$ cat src/rtl/regfile_wb_arbiter.sv
// Write-back arbiter for the register file: grants one of two requesters per cycle
// onto the single write port and tracks which registers still have a result in flight.
module regfile_wb_arbiter #(
  parameter int XLEN  = 32,
  parameter int NREGS = 32,
  parameter int AW    = 5
) (
  input  logic            clk,
  input  logic            rst,
  input  logic            wb0_valid,
  input  logic [AW-1:0]   wb0_addr,
  input  logic [XLEN-1:0] wb0_data,
  output logic            wb0_ready,
  input  logic            wb1_valid,
  input  logic [AW-1:0]   wb1_addr,
  input  logic [XLEN-1:0] wb1_data,
  output logic            wb1_ready,
  input  logic            issue_valid,
  input  logic [AW-1:0]   issue_rd,
  input  logic [AW-1:0]   query_addr_1,
  input  logic [AW-1:0]   query_addr_2,
  output logic            hazard_1,
  output logic            hazard_2,
  output logic [NREGS-1:0] busy,
  output logic [AW-1:0]   rf_write_addr,
  output logic [XLEN-1:0] rf_input_data,
  output logic            rf_enable
);

  logic             prio_q, prio_d;
  logic [NREGS-1:0] busy_q, busy_d;
  logic             rf_enable_q, rf_enable_d;
  logic [AW-1:0]    rf_write_addr_q, rf_write_addr_d;
  logic [XLEN-1:0]  rf_input_data_q, rf_input_data_d;

  logic             xfer;
  logic [AW-1:0]    xfer_addr;
  logic [XLEN-1:0]  xfer_data;

  // prio names the port that wins when both request; it only matters on a conflict.
  always_comb begin
    wb0_ready = 1'b0;
    wb1_ready = 1'b0;
    if (!rst) begin
      wb0_ready = wb0_valid && (!wb1_valid || !prio_q);
      wb1_ready = wb1_valid && (!wb0_valid ||  prio_q);
    end
  end

  always_comb begin
    xfer      = wb0_ready || wb1_ready;
    xfer_addr = wb1_ready ? wb1_addr : wb0_addr;
    xfer_data = wb1_ready ? wb1_data : wb0_data;
  end

  always_comb begin
    prio_d = prio_q;
    if (wb0_ready) begin
      prio_d = 1'b1;
    end else if (wb1_ready) begin
      prio_d = 1'b0;
    end
  end

  // Writes to r0 are accepted but never reach the register file.
  always_comb begin
    rf_enable_d     = 1'b0;
    rf_write_addr_d = rf_write_addr_q;
    rf_input_data_d = rf_input_data_q;
    if (xfer && (xfer_addr != '0)) begin
      rf_enable_d     = 1'b1;
      rf_write_addr_d = xfer_addr;
      rf_input_data_d = xfer_data;
    end
  end

  // Per-register scoreboard; an issue on the same edge as a write-back wins
  // because it belongs to a younger instruction.
  assign busy_d[0] = 1'b0;
  generate
    for (genvar gi = 1; gi < NREGS; gi++) begin : g_busy
      logic set_hit;
      logic clr_hit;
      assign set_hit = issue_valid && (issue_rd == AW'(gi));
      assign clr_hit = xfer && (xfer_addr == AW'(gi));
      assign busy_d[gi] = set_hit || (busy_q[gi] && !clr_hit);
    end
  endgenerate

  always_ff @(posedge clk) begin
    if (rst) begin
      prio_q          <= 1'b0;
      busy_q          <= '0;
      rf_enable_q     <= 1'b0;
      rf_write_addr_q <= '0;
      rf_input_data_q <= '0;
    end else begin
      prio_q          <= prio_d;
      busy_q          <= busy_d;
      rf_enable_q     <= rf_enable_d;
      rf_write_addr_q <= rf_write_addr_d;
      rf_input_data_q <= rf_input_data_d;
    end
  end

  assign busy          = busy_q;
  assign hazard_1      = busy_q[query_addr_1];
  assign hazard_2      = busy_q[query_addr_2];
  assign rf_enable     = rf_enable_q;
  assign rf_write_addr = rf_write_addr_q;
  assign rf_input_data = rf_input_data_q;

endmodule

$ cat config.mk
export PLATFORM = sky130hd
export DESIGN_NAME = regfile_wb_arbiter
export DESIGN_NICKNAME = d
export VERILOG_FILES = /design/src/rtl/regfile_wb_arbiter.sv
export SDC_FILE = /design/constraint.sdc
export NUM_CORES = 1
export LEC_CHECK = 0
export CORE_MARGIN = 2
export CORE_UTILIZATION = 44
export DETAILED_ROUTE_END_ITERATION = 8
export GPL_ROUTABILITY_DRIVEN = 0
export GPL_TIMING_DRIVEN = 0
export MAX_ROUTING_LAYER = met4
export PLACE_DENSITY = 0.93
export SLEW_MARGIN = 40
export SYNTH_ARGS = -nofsm -noshare
export SYNTH_HDL_FRONTEND = slang
export SYNTH_SLANG_ARGS = --single-unit
$ cat constraint.sdc
create_clock -name clk -period 2.19 [get_ports clk]
set_input_delay 0.219 -clock clk [delete_from_list [all_inputs] [get_ports clk]]
set_output_delay 0.219 -clock clk [all_outputs]
set_load 0.02 [all_outputs]
==> impl_metrics.env <==
export IMPL_layout_nets=735
export IMPL_fin_area_um2=6370
export IMPL_yosys_area_top_type_share=0.331
export IMPL_cp_arrival_ns=2.09
export IMPL_core_um2=9280
export IMPL_dp_slack_ns=-0.771
export IMPL_synth_top_flop_cell="dfxtp_1"
export IMPL_synthesis_instances=459
export IMPL_placed_area_um2=6010
export IMPL_syn_nets=553
export IMPL_globalRoute_totalOverflow=0
export IMPL_clock_fmax_mhz=434
export IMPL_setup_viol=2
export IMPL_antenna_cells=0
export IMPL_slowest_delay_ns=0.52
export IMPL_die_area_um2=10400
export IMPL_ys_seq_area_frac=0.331
export IMPL_reg2reg_to="busy[23]"
export IMPL_maxCapViolCount=0
export IMPL_start_util=0.457
export IMPL_cts_sinks=70
export IMPL_cp_start_kind="primary input"
export IMPL_period_share=1.05
export IMPL_dr_pass1_iters=7
export IMPL_crit_fanout=10
export IMPL_worst_pin_slew_ns=0.693
export IMPL_grt_max_degree=14
export IMPL_fill_cells=723
export IMPL_grt_pass1_wl_um=22300
export IMPL_dp_hpwl_um=11100
export IMPL_numCtsBuffers=9
export IMPL_hold_viol=0
export IMPL_dieWidth_um=102
export IMPL_power_density_nw_per_um2=539
export IMPL_yosys_area_top_type="dfxtp_1"
export IMPL_insertion_delay_ns=0.35
export IMPL_cp_common_cell="buf_6"
export IMPL_cts_path_max_buffers=2
export IMPL_die_y_um=102
export IMPL_skew_ns=0.0110
export IMPL_p_leak_uw=0.00250
export IMPL_min_to="busy[28]"
export IMPL_avgSynthCellArea_um2=9.24
export IMPL_p_total_uw=3430
export IMPL_critPathSlowestCell="clkdlybuf4s50_1"
export IMPL_r2r_cells=5
export IMPL_clkTransAtPathRegs_ns=0.08
export IMPL_ys_ff_latch=70
export IMPL_yosysWarnings=0
export IMPL_wirelength_um=15000
export IMPL_grt_use_total=0.285
export IMPL_min_delay_path_class="primary input to flip-flop"
export IMPL_post_drt_wl_per_cell_um=19.3
export IMPL_synth_edf_count=0
export IMPL_finalCriticalPeriod_ns=2.31
export IMPL_grt_pass1_vias=4544
export IMPL_violations="negative setup slack"
export IMPL_cts_root_buf="clkbuf_8"
export IMPL_rr_startpoint="prio_q"
export IMPL_dp_cells=749
export IMPL_final_cells=775
export IMPL_max_slew_margin=0.538
export IMPL_cp_required_ns=1.97
export IMPL_rsz0062_at_grt="true"
export IMPL_ys_types=49
export IMPL_syn_to_final_growth_pct=50.3
export IMPL_ios=168
export IMPL_critical_path_cell_chain="clkdlybuf4s50_1 -> buf_6 -> mux2i_1 -> a221oi_1 -> a41o_1 -> or3_4 -> buf_6"
export IMPL_postRouteAntennaNets=0
export IMPL_criticalPathCategory="primary input to output pin"
export IMPL_num_rows=35
export IMPL_post_drt_via_cell_ratio=6.06
export IMPL_syn_area_um2=4240
export IMPL_cts_tree="yes"
export IMPL_hold_buffers=0
export IMPL_synth_area_leaders="dfxtp_1 33%, mux2i_1 13%, a221oi_2 11%, a21oi_1 3.8%, o21ai_0 3.8%"
export IMPL_min_path_cells=3
export IMPL_rrSetupSlack_ns=0.12
export IMPL_finalMaxSlewViolations=0
export IMPL_holdWs_ns=0.285
export IMPL_ys_async_sr_fraction=0
export IMPL_setup_slack_ns=-0.115
export IMPL_layout_drive_gt1_share=0.163
export IMPL_numPortBuffers=161
export IMPL_peakVddDrop_uv=352
export IMPL_vias=4698
export IMPL_drt_iter0_markers=452
export IMPL_drc=0
export IMPL_crit_start="query_addr_1[2]"
export IMPL_htreeDepth=3
export IMPL_antenna_found_initial=0
export IMPL_holdCritStartpoint="issue_rd[3]"
export IMPL_outcome="finished, violations left"
export IMPL_cp_end_kind="output pin"
synth_stat cells, drive strengths merged, types with 2 or more instances:
| master | instances |
|---|---|
| a21oi | 32 |
| nor2b | 21 |
| nand2b | 10 |
| a2111oi | 3 |
| dfxtp | 70 |
| mux2i | 54 |
| mux4 | 6 |
| mux2 | 5 |
| a41oi | 4 |
| a311oi | 2 |
| nand4 | 2 |
| o41a | 6 |
| o2111ai | 2 |
| o211ai | 5 |
| buf | 17 |
| a31oi | 5 |
| clkbuf | 18 |
| nor3b | 4 |
| o21ai | 35 |
| inv | 36 |
| nand2 | 30 |
| nor4 | 9 |
| a22oi | 3 |
| nor3 | 2 |
| or3 | 2 |
| a221oi | 33 |
| nor2 | 18 |
| nand3 | 13 |
how the worst max path moves through the flow:
stage | cells past startpoint | slack [ns] | to
6_report | 7 | -0.12 | hazard_1
2_1_floorplan | 5 | 0.32 | hazard_2
4_1_cts | 6 | -0.11 | hazard_1
3_5_place_dp | 7 | -0.77 | hazard_1
5_1_grt | 7 | -0.16 | hazard_1
3_3_place_gp | 7 | -0.71 | hazard_1
final cells by class:
class | count | area (µm²) | area share
Tap cell | 129 | 161 | 0.0253
Sequential cell | 70 | 1430 | 0.224
Multi-Input combinational cell | 318 | 2510 | 0.395
Timing Repair Buffer | 171 | 1690 | 0.265
Inverter | 36 | 135 | 0.0212
Clock inverter | 7 | 72.6 | 0.0114
Clock buffer | 9 | 124 | 0.0194
Buffer | 35 | 244 | 0.0383
through the flow:
stage	setup TNS (ns)	utilization
after floorplan	0	-
after global placement	-3.78	0.648
after detailed placement	-6.40	0.648
after CTS	-0.114	0.679
after global routing	-0.211	0.686
final	-0.116	0.686
cells in the final DEF, fill, tap and decap left out, types with 3 or more instances in the layout:
master,netlist,routed
dfxtp_2,0,3
dfxtp_4,0,6
a21oi_1,32,32
clkdlybuf4s50_1,0,153
dlygate4sd2_1,0,3
o211ai_1,4,4
clkbuf_8,0,11
dlymetal6s2s_1,0,3
o41a_1,6,6
o21ai_0,32,32
a31oi_1,4,4
mux2_2,5,5
buf_6,6,10
buf_4,3,12
nand2b_1,10,10
a22oi_1,3,3
nor2b_1,21,21
dfxtp_1,70,61
a41oi_1,4,4
a221oi_2,30,30
inv_1,36,36
mux2i_1,54,53
nor2_1,18,18
nor4_1,9,9
nand3_1,13,13
a221oi_1,3,3
mux4_2,3,5
clkbuf_1,18,14
nor3b_1,4,4
nand2_1,30,30
buf_2,7,6
layer usage:
layer / wire length [µm] / track usage
met2: 7210 / 0.488
met5: 0 / -
met1: 5420 / 0.319
met3: 1580 / 0.0492
met4: 742 / 0.145
critical path: cells and delay by family:
kind                   cells  cell delay, ns
and+or+nand+nor            1            0.34
buffers and inverters      3            0.85
muxes                      1            0.30
AOI/OAI and AO/OA          2            0.38
state kept, by name, summed over array words and instances, names as in the netlist:
| name | cells |
|---|---|
| rf_input_data | 32 |
| rf_enable | 1 |
| rf_write_addr | 5 |
| prio_q | 1 |
| busy | 31 |
where the power goes:
group	internal (µW)	leakage, µW	switching, µW
Clock	530	0.0000960	527
Combinational	481	0.00182	504
Sequential	1340	0.000583	45.3
cells by family after synthesis:
group,synth area share
buffers and inverters,0.0782
other,0.000885
AND/OR/NAND/NOR,0.135
AO/OA/AOI/OAI,0.280
flip-flops,0.331
multiplexers,0.175
repair_timing:
item                                    CTS  global route
pin swaps                                 0             3
gates resized for setup                  42            14
gates cloned                              0             1
endpoints found under the setup margin    4             2
setup buffers                             6             3
Power figures use the tool's default switching activity.
